**config.mk**
```make
export PLATFORM = sky130hd
export DESIGN_NAME = hsv2rgb_stream_ctrl
export DESIGN_NICKNAME = d
export VERILOG_FILES = /design/src/rtl/hsv2rgb_pkg.sv /design/src/rtl/hsv2rgb_res_fifo.sv /design/src/rtl/hsv2rgb_stream_ctrl.sv
export SDC_FILE = /design/constraint.sdc
export NUM_CORES = 1
export LEC_CHECK = 0
export ABC_AREA = 1
export ABC_CLOCK_PERIOD_IN_PS = 3600
export CAP_MARGIN = 25
export CORE_ASPECT_RATIO = 1.75
export CORE_MARGIN = 2
export CORE_UTILIZATION = 50
export CTS_CLUSTER_SIZE = 16
export DETAILED_ROUTE_END_ITERATION = 10
export PLACE_DENSITY_LB_ADDON = 0.1
export SYNTH_ARGS = -nofsm -noshare
export SYNTH_HDL_FRONTEND = slang
export SYNTH_SLANG_ARGS = --single-unit
```
**constraint.sdc**
```tcl
create_clock -name clk -period 3.6 [get_ports clk]
set_clock_uncertainty 0.2 [all_clocks]
set_input_delay 0.72 -clock clk [delete_from_list [all_inputs] [get_ports clk]]
set_output_delay 0.72 -clock clk [all_outputs]
set_load 0.005 [all_outputs]
```
**src/rtl/hsv2rgb_pkg.sv**
```systemverilog
// hsv2rgb_pkg: shared widths, limits, FSM encoding and input clamp helpers
// for the HSV->RGB stream controller.
package hsv2rgb_pkg;
    localparam int H_W    = 9;
    localparam int S_W    = 9;
    localparam int V_W    = 8;
    localparam int C_W    = 8;
    localparam int WORD_W = 3 * C_W + 2;
    localparam logic [H_W-1:0] H_MAX = 9'd359;
    localparam logic [S_W-1:0] S_MAX = 9'd256;
    localparam logic [1:0] ST_IDLE     = 2'd0;
    localparam logic [1:0] ST_WAIT_SOF = 2'd1;
    localparam logic [1:0] ST_ACTIVE   = 2'd2;
    localparam logic [1:0] ST_DRAIN    = 2'd3;
    typedef enum logic [1:0] {
        IDLE     = ST_IDLE,
        WAIT_SOF = ST_WAIT_SOF,
        ACTIVE   = ST_ACTIVE,
        DRAIN    = ST_DRAIN
    } state_e;
    function automatic logic [H_W-1:0] clamp_h(input logic [H_W-1:0] h);
        return (h > H_MAX) ? H_MAX : h;
    endfunction
    function automatic logic [S_W-1:0] clamp_s(input logic [S_W-1:0] s);
        return (s > S_MAX) ? S_MAX : s;
    endfunction
endpackage

```
**src/rtl/hsv2rgb_res_fifo.sv**
```systemverilog
// hsv2rgb_res_fifo: synchronous first-word-fall-through FIFO holding RGB+sof+eol
// results; a push into a full FIFO is taken only when a pop frees the slot.
module hsv2rgb_res_fifo
    import hsv2rgb_pkg::*;
#(
    parameter int DEPTH = 8
) (
    input  logic                       clk,
    input  logic                       reset_n,
    input  logic                       i_push,
    input  logic [WORD_W-1:0]          i_data,
    input  logic                       i_pop,
    output logic [WORD_W-1:0]          o_data,
    output logic                       o_full,
    output logic                       o_empty,
    output logic [$clog2(DEPTH):0]     o_count
);
    localparam int AW = $clog2(DEPTH);
    logic [WORD_W-1:0] r_mem [DEPTH];
    logic [AW-1:0]     r_wptr;
    logic [AW-1:0]     r_rptr;
    logic [AW:0]       r_count;
    logic              w_push;
    logic              w_pop;
    assign o_full  = r_count == (AW+1)'(DEPTH);
    assign o_empty = r_count == '0;
    assign o_count = r_count;
    assign o_data  = r_mem[r_rptr];
    assign w_pop   = i_pop & ~o_empty;
    assign w_push  = i_push & (~o_full | w_pop);
    always_ff @(posedge clk or negedge reset_n) begin
        if (!reset_n) begin
            r_wptr  <= '0;
            r_rptr  <= '0;
            r_count <= '0;
            for (int i = 0; i < DEPTH; i++) r_mem[i] <= '0;
        end else begin
            if (w_push) begin
                r_mem[r_wptr] <= i_data;
                r_wptr        <= r_wptr + AW'(1);
            end
            if (w_pop) r_rptr <= r_rptr + AW'(1);
            r_count <= r_count + (AW+1)'(w_push) - (AW+1)'(w_pop);
        end
    end
endmodule

```
**src/rtl/hsv2rgb_stream_ctrl.sv**
```systemverilog
// hsv2rgb_stream_ctrl: credit-based valid/ready wrapper around a fixed-latency HSV->RGB
// pipeline with frame FSM and geometry check. Optional HSV2RGB_CLAMP_EN clamps h/s before issue.
module hsv2rgb_stream_ctrl
    import hsv2rgb_pkg::*;
#(
    parameter int PIPE_LAT   = 4,
    parameter int FIFO_DEPTH = 8,
    parameter int IMG_W      = 640,
    parameter int IMG_H      = 480
) (
    input  logic           clk,
    input  logic           reset_n,
    input  logic           enable,
    input  logic [H_W-1:0] s_h,
    input  logic [S_W-1:0] s_s,
    input  logic [V_W-1:0] s_v,
    input  logic           s_sof,
    input  logic           s_eol,
    input  logic           s_valid,
    output logic           s_ready,
    output logic [H_W-1:0] p_h,
    output logic [S_W-1:0] p_s,
    output logic [V_W-1:0] p_v,
    output logic           p_de,
    output logic           p_vs,
    output logic           p_hs,
    input  logic [C_W-1:0] p_r,
    input  logic [C_W-1:0] p_g,
    input  logic [C_W-1:0] p_b,
    input  logic           p_rde,
    input  logic           p_rvs,
    input  logic           p_rhs,
    output logic [C_W-1:0] m_r,
    output logic [C_W-1:0] m_g,
    output logic [C_W-1:0] m_b,
    output logic           m_sof,
    output logic           m_eol,
    output logic           m_valid,
    input  logic           m_ready,
    output logic           frame_done,
    output logic           err_geom
);
    localparam int CW = $clog2(FIFO_DEPTH) + 1;
    localparam int XW = (IMG_W > 1) ? $clog2(IMG_W) : 1;
    localparam int YW = (IMG_H > 1) ? $clog2(IMG_H) : 1;
    localparam int FW = $clog2(PIPE_LAT + 2);
    logic [1:0]        r_state;
    logic [1:0]        w_state_nx;
    logic [CW-1:0]     r_inflight;
    logic [XW-1:0]     r_col;
    logic [YW-1:0]     r_line;
    logic [FW-1:0]     r_flush;
    logic              r_err;
    logic [CW-1:0]     w_count;
    logic              w_full;
    logic              w_empty;
    logic [WORD_W-1:0] w_rdata;
    logic              w_credit_ok;
    logic              w_acc;
    logic              w_issue;
    logic              w_ret;
    logic              w_pop;
    logic              w_col_last;
    logic              w_line_last;
    logic [H_W-1:0]    w_h;
    logic [S_W-1:0]    w_s;
`ifdef HSV2RGB_CLAMP_EN
    assign w_h = clamp_h(s_h);
    assign w_s = clamp_s(s_s);
`else
    assign w_h = s_h;
    assign w_s = s_s;
`endif
    // Everything issued must fit in the FIFO even if downstream stalls from now on.
    assign w_credit_ok = ~w_full & ((r_inflight + w_count) < CW'(FIFO_DEPTH));
    assign s_ready     = (r_state == ST_WAIT_SOF) | ((r_state == ST_ACTIVE) & w_credit_ok);
    assign w_acc       = s_valid & s_ready;
    assign w_issue     = w_acc & ((r_state == ST_ACTIVE) | s_sof);
    assign w_col_last  = r_col == XW'(IMG_W - 1);
    assign w_line_last = r_line == YW'(IMG_H - 1);
    assign w_ret       = p_rde & (r_flush == '0);
    assign w_pop       = m_valid & m_ready;
    assign m_valid     = ~w_empty;
    assign {m_r, m_g, m_b, m_sof, m_eol} = w_rdata;
    assign frame_done  = (r_state == ST_DRAIN) & (r_inflight == '0) & (w_count == CW'(1)) & w_pop;
    assign err_geom    = r_err;
    assign w_state_nx  = ((r_state == ST_IDLE) & enable) ? ST_WAIT_SOF :
                         (w_issue & s_eol & w_line_last) ? ST_DRAIN :
                         w_issue                         ? ST_ACTIVE :
                         frame_done                      ? (enable ? ST_WAIT_SOF : ST_IDLE) :
                                                           r_state;
    always_ff @(posedge clk or negedge reset_n) begin
        if (!reset_n) begin
            r_state    <= ST_IDLE;
            r_inflight <= '0;
            r_col      <= '0;
            r_line     <= '0;
            r_err      <= 1'b0;
            r_flush    <= FW'(PIPE_LAT + 1);
            p_h        <= '0;
            p_s        <= '0;
            p_v        <= '0;
            p_de       <= 1'b0;
            p_vs       <= 1'b0;
            p_hs       <= 1'b0;
        end else begin
            r_state    <= w_state_nx;
            r_inflight <= r_inflight + CW'(w_issue) - CW'(w_ret);
            r_flush    <= (r_flush != '0) ? r_flush - FW'(1) : r_flush;
            r_err      <= r_err | (w_issue & ((s_eol & ~w_col_last) | ((r_state == ST_ACTIVE) & s_sof)));
            p_de       <= w_issue;
            if (w_issue) begin
                r_col <= (s_eol | w_col_last) ? '0 : r_col + XW'(1);
                if (s_eol) r_line <= w_line_last ? '0 : r_line + YW'(1);
                p_h  <= w_h;
                p_s  <= w_s;
                p_v  <= s_v;
                p_vs <= s_sof;
                p_hs <= s_eol;
            end
        end
    end
    hsv2rgb_res_fifo #(
        .DEPTH (FIFO_DEPTH)
    ) u_fifo (
        .clk     (clk),
        .reset_n (reset_n),
        .i_push  (w_ret),
        .i_data  ({p_r, p_g, p_b, p_rvs, p_rhs}),
        .i_pop   (w_pop),
        .o_data  (w_rdata),
        .o_full  (w_full),
        .o_empty (w_empty),
        .o_count (w_count)
    );
endmodule
```
### Yosys cells after proc, flatten, opt, wreduce, memory -nomap -nowiden

Cells that the tools add are included.

* add/sub/neg operators: 10
* magnitude comparators: 4
* equal/unequal tests: 7
* muxes and demuxes: 13
* bitwise logic cells: 28
* reduce and logical (&&, ||, !) cells: 8

Operators by type and width (count)
* bitwise mux 208 bit: 1
* binary-select mux 26 bit (select 3 bit): 1
* demux 26 bit (select 3 bit): 1
* two-way mux 26 bit: 3
* bitwise AND 1 bit: 17
* adder 10 x 1 -> 10 bit, second input constant: 1
* == test 10 bit, second input constant: 1
* two-way mux 10 bit: 1
* adder 9 x 1 -> 9 bit, second input constant: 1
* == test 9 bit, second input constant: 1
* two-way mux 9 bit: 1
* adder 4 x 1 -> 4 bit: 2
* >= comparator 4 bit, second input constant: 2
* logical NOT 4 bit: 2
* two-way mux 2 bit: 4
* NOT 3 -> 4 bit: 2
* subtractor 4 x 1 -> 4 bit: 2
* adder 3 x 1 -> 3 bit, second input constant: 2
* OR 1 bit: 6
* adder 4 bit: 1
* == test 2 bit, second input constant: 2
* == test 4 x 1 -> 1 bit, second input constant: 1
* == test 4 bit, second input constant: 1
* < comparator 4 x 1 -> 1 bit, second input constant: 1
* other kinds (11): 13

* register bits: 276
* input port bits: 60

### Longest topological paths before layout

* depth in word-level cells: 11
* depth in mapped cells: 16
* mapped depth without buffers: 15

### Hierarchy

From an unflattened synthesis, not the netlist that was laid out.

* cell total of the unflattened synthesis: 1788
* area total of the unflattened synthesis: 14242.4 µm²

Modules (own cells, without submodules)
* hsv2rgb_res_fifo: instances 1, cells each 1444, area each 11349.6 µm², sequential area each 5455.2 µm²
* hsv2rgb_stream_ctrl: instances 1, cells each 344, area each 2892.8 µm², sequential area each 1453.9 µm²

### Worst setup path before layout

No wires, ideal clock.

* kind: reg2reg
* start: register u_fifo.r_count[1] (netlist: u_fifo.o_count[1])
* end: register r_inflight[2]
* arrival time: 2.450 ns
* path slack: 0.828 ns
* stages on the path, launching flop included: 17
* buffers on the path: 1
* period minus slack after synthesis: 2.772 ns
* path through: dfrtp_1 > ha_1 > nand2_1 > inv_1 > nand2_1 > nand2_1 > nand2_1 > nand3_1 > nand2_1 > nand2_1 > buf_2 > ha_1 > inv_1 > ha_1 > inv_1 > fa_1 > xnor2_1

* longest elaborated chain between the ends: 9
* elaborated cells on any way between the ends: 11
* classes of those cells: 3 x add/sub; 1 x order compare; 1 x eq/ne; 6 x bitwise

Ends and longest elaborated chain
* from (decl): line hsv2rgb_res_fifo.sv:22 `logic [AW:0] r_count;`
* from (signal assigned): line hsv2rgb_res_fifo.sv:43 `r_count <= r_count + (AW+1)'(w_push) - (AW+1)'(w_pop);`
* adder 4 bit or == test 4 bit (tied branches): line hsv2rgb_stream_ctrl.sv:75, hsv2rgb_res_fifo.sv:25
* < comparator 4 bit or NOT 1 bit (tied branches): line hsv2rgb_stream_ctrl.sv:75 `assign w_credit_ok = ~w_full & ((r_inflight + w_count) < CW'(FIFO_DEPTH));`
* bitwise AND 1 bit (*): line hsv2rgb_stream_ctrl.sv:75
* bitwise AND 1 bit (*): line hsv2rgb_stream_ctrl.sv:76 `assign s_ready = (r_state == ST_WAIT_SOF) | ((r_state == ST_ACTIVE) & w_credit_ok);`
* OR 1 bit (*): line hsv2rgb_stream_ctrl.sv:76
* named net s_ready: line hsv2rgb_stream_ctrl.sv:20 `output logic s_ready,`
* bitwise AND 1 bit (*): line hsv2rgb_stream_ctrl.sv:77 `assign w_acc = s_valid & s_ready;`
* bitwise AND 1 bit (*): line hsv2rgb_stream_ctrl.sv:78 `assign w_issue = w_acc & ((r_state == ST_ACTIVE) | s_sof);`
* adder 4 x 1 -> 4 bit (*): line hsv2rgb_stream_ctrl.sv:108 `r_inflight <= r_inflight + CW'(w_issue) - CW'(w_ret);`
* subtractor 4 x 1 -> 4 bit (*): line hsv2rgb_stream_ctrl.sv:108
* to (signal assigned): line hsv2rgb_stream_ctrl.sv:108
* to (decl): line hsv2rgb_stream_ctrl.sv:49 `logic [CW-1:0] r_inflight;`

Mark *: on every way through the listed nets, which the timed path passes. The rest lies on a longest branch.
A chain may end at the register's enable or synchronous reset.

### Worst setup path after layout

* start: register u_fifo.r_rptr[0]
* end: output port m_r[2]

* longest elaborated chain between the ends: 4

Ends and longest elaborated chain
* from (decl): line hsv2rgb_res_fifo.sv:21 `logic [AW-1:0] r_rptr;`
* from (signal assigned): line hsv2rgb_res_fifo.sv:42 `if (w_pop) r_rptr <= r_rptr + AW'(1);`
* NOT 3 -> 4 bit (not written as such): line hsv2rgb_res_fifo.sv:28 `assign o_data = r_mem[r_rptr];`
* binary-select mux 26 bit (select 3 bit): line hsv2rgb_res_fifo.sv:28
* two-way mux 26 bit (not written as such) (2 in a row): line hsv2rgb_res_fifo.sv:28
* to (decl): line hsv2rgb_stream_ctrl.sv:33 `output logic [C_W-1:0] m_r,`

Every way passes these cells. The select of a mux whose other input is x is not followed.

==> qor.yml <==
status: "complete, no violations"
grt_overflow: 0
instances_no_fill: 1885
fill_cells: 2261
cts_root_buf: "clkbuf_16"
layout.core_utilization_pct: 59.23
rsz0062_at_grt: "true"
cts-buffers-inserted: 27
critical_path.endpoint_type: "primary output"
finalCritPeriodShare_pct: 97.44
cp.arrival_ns: 2.59
post_cts_buffers: 0
relSlewSlack_pct: 34.73
final-setup-viol-count: 0
drtIter0Drc: 626
required_ns: 2.68
dr.pass1.iters: 5
cap_violations: 0
hold_path_class: "reg2reg"
path_delay_family: "buffers and inverters"
hold_viol_final: 0
ys_seq_area_share_pct: 54.53
placed_cells: 1837
cts-htree-levels: 1
totalWireLength_um: 30580
synth_warnings: 0
yosysTopAreaCell: "dfrtp_1"
path_class: "reg2out"
synthArstFlopShare_pct: 100.0
critPathLaunchType: "flop"
r2r_slack_ns: 0.75
vias: 10170
syn_avg_cell_area_um2: 8.614
pwr_density_cell_mw_per_mm2: 932.7
cts_tree: "done"
yosysMostFrequentCell: "nand2_1"
min_path_cells: 2
fin_crit_ns: 3.508
synth_commonest_cells: "nand2_1 (355), dfrtp_1 (274), nor2_1 (201)"
antenna_found_initial: 0
reg2reg_to: "r_inflight[2]"
worst-path-max-fanout: 84
gp_congestion: 0.7789
start_util_pct: 50.58
yosys-top-cells-area: "dfrtp_1 (54%), nand2_1 (11%), o21ai_0 (6.4%)"
grt_first_pass_wirelength_um: 51670
die_w_um: 124.3
route.detailed.drc: 0
synth_edf_count: 0
worst-path-buf-inv: 2
grt_max_degree: 85
io_buffers: 118
syn_inst: 1471
crit_path_top_delay_cell: "clkdlybuf4s50_1"
wl_per_cell_um: 16.22
nNetsFinal: 1632
yosys.cell_types.count: 39
rows: 77
insertion_delay_ns: 0.54
ant_nets: 0
slowest_delay_ns: 0.58
max-vdd-ir-drop_mv: 0.5355
fmax_mhz: 285.1
track_usage_pct: 23.23
pin_count: 119
path_cells: "buf_12 > o21ai_0 > o22ai_1 > nor2_1 > a31oi_1 > clkdlybuf4s50_1"
die_h_um: 214.6
dieArea_mm2: 0.02668
place_hpwl_um: 18220
n_antenna_cell: 0
reg2reg_depth: 15
worst_pin_slew_ns: 0.9771
clockBufferDepth: 3
cts.sinks: 276
reg2reg_from: "u_fifo.o_count[1]"
netlist_area_mm2: 0.01267
drv_slew: 0
drive_above_1_share_pct: 6.373
worst_hold_startpoint: "p_v[6]"
synth_top_area_share_pct: 54.11
synth_flop_cell: "dfrtp_1"
core_mm2: 0.02505
leakage_uw: 0.006917
ys_seq_elements: 276
viasPerCell: 5.395
area_delta_synth_final_pct: 17.09
grt_pass1_vias: 10348
synth_fp_nets: 1552
path_clk_slew_ns: 0.06
min_to: "p_v[6]"
## registers in the layout, summed over array words and instances, names as in the netlist
signal / cells
p_h: 9
u_fifo.r_wptr: 3
r_flush: 3
r_state: 2
p_hs: 1
u_fifo.r_rptr: 3
r_col: 10
r_inflight: 4
u_fifo.o_count: 4
u_fifo.r_mem: 208
p_s: 9
p_de: 1
p_vs: 1
p_v: 8
err_geom: 1
r_line: 9
## worst reg2reg max path, stage by stage (launching register included)
cell and delay (ns):
dfrtp_1 0.46, ha_1 0.30, nand2_1 0.06, inv_1 0.03, nand2_1 0.07, nand2_1 0.05, nand2_1 0.05, nand3_1 0.13
nand2_1 0.14, nand2_1 0.12, ha_1 0.31, inv_1 0.06, ha_1 0.15, inv_1 0.05, fa_1 0.38, xnor2_1 0.18
## layout by cell type (no fill, tap or decap), types with 26 or more instances in the layout
| cell | count |
|---|---|
| o22ai_1 | 26 |
| clkdlybuf4s50_1 | 117 |
| nor2_1 | 201 |
| dfrtp_1 | 272 |
| clkbuf_16 | 27 |
| a31oi_1 | 26 |
| o21ai_0 | 163 |
| nand2_1 | 355 |
| o21ai_1 | 157 |
| inv_1 | 61 |
## kinds of logic after synthesis
family          Yosys count  share of synthesized area (%)
xor+xnor                 24                          1.659
buf+inv                 161                          6.073
compound gates          387                          16.07
fa+ha+maj                21                          2.192
simple gates            602                          19.48
flops                   276                          54.53
## metrics by stage
| step | power [uW] | hold WS (ns) | area (um^2) | setup slack [ns] | TNS (ns) |
|---|---|---|---|---|---|
| 5_1_grt | 15000 | 0.3001 | 14840 | -0.02151 | -0.05332 |
| 4_1_cts | 13990 | 0.2807 | 14830 | 0.04064 | 0 |
| 6_report | 13840 | 0.2744 | 14840 | 0.09199 | 0 |
| 2_1_floorplan | 8931 | 0.2244 | 12670 | 0.8278 | 0 |
| 3_3_place_gp | 11060 | 0.2607 | 13990 | 0.4207 | 0 |
| 3_5_place_dp | 11210 | 0.2637 | 13990 | 0.4547 | 0 |
## worst max path at each step
stage | end | cells after the start | slack, ns | start
floorplan | r_inflight[2] | 16 | 0.83 | u_fifo.o_count[1]
global placement | frame_done | 4 | 0.42 | m_ready
detailed placement | frame_done | 4 | 0.45 | m_ready
CTS | m_r[5] | 7 | 0.04 | u_fifo.r_rptr[0]
global route | m_r[5] | 7 | -0.02 | u_fifo.r_rptr[0]
finish | m_r[2] | 6 | 0.09 | u_fifo.r_rptr[0]
## per-layer routing
metal  part of all wire, %  up-vias  track usage, %  wire length, um
li1                      -     4977               -                -
met1                    42     4908           28.60            12790
met2                    51      236           42.06            15600
met3                   4.5       49           2.869             1362
met4                   2.7        0           7.790              828
met5                     0        -               0                0
## report_power, final
group	switching, uW	internal (uW)
Clock	1190	1510
Combinational	3250	2590
Sequential	815	4480
Total	5260	8580
## repair_timing
action / 4_1_cts / 5_1_grt
gates resized for setup: 0 / 1
setup endpoints to repair: 0 / 8
hold endpoints to repair: 43 / 0
hold buffers: 1 / 0
## area by class of cell
cell class	count	area [um^2]	area share, %
flip-flops and latches	276	6912	46.58
multi-input cells	1034	5000	33.70
repair buffers	139	1421	9.580
clock buffers	36	739.5	4.984
well taps	316	395.4	2.665
inverters	73	279.0	1.881
clock inverters	11	90.09	0.6072
(Power assumes the default switching activity.)
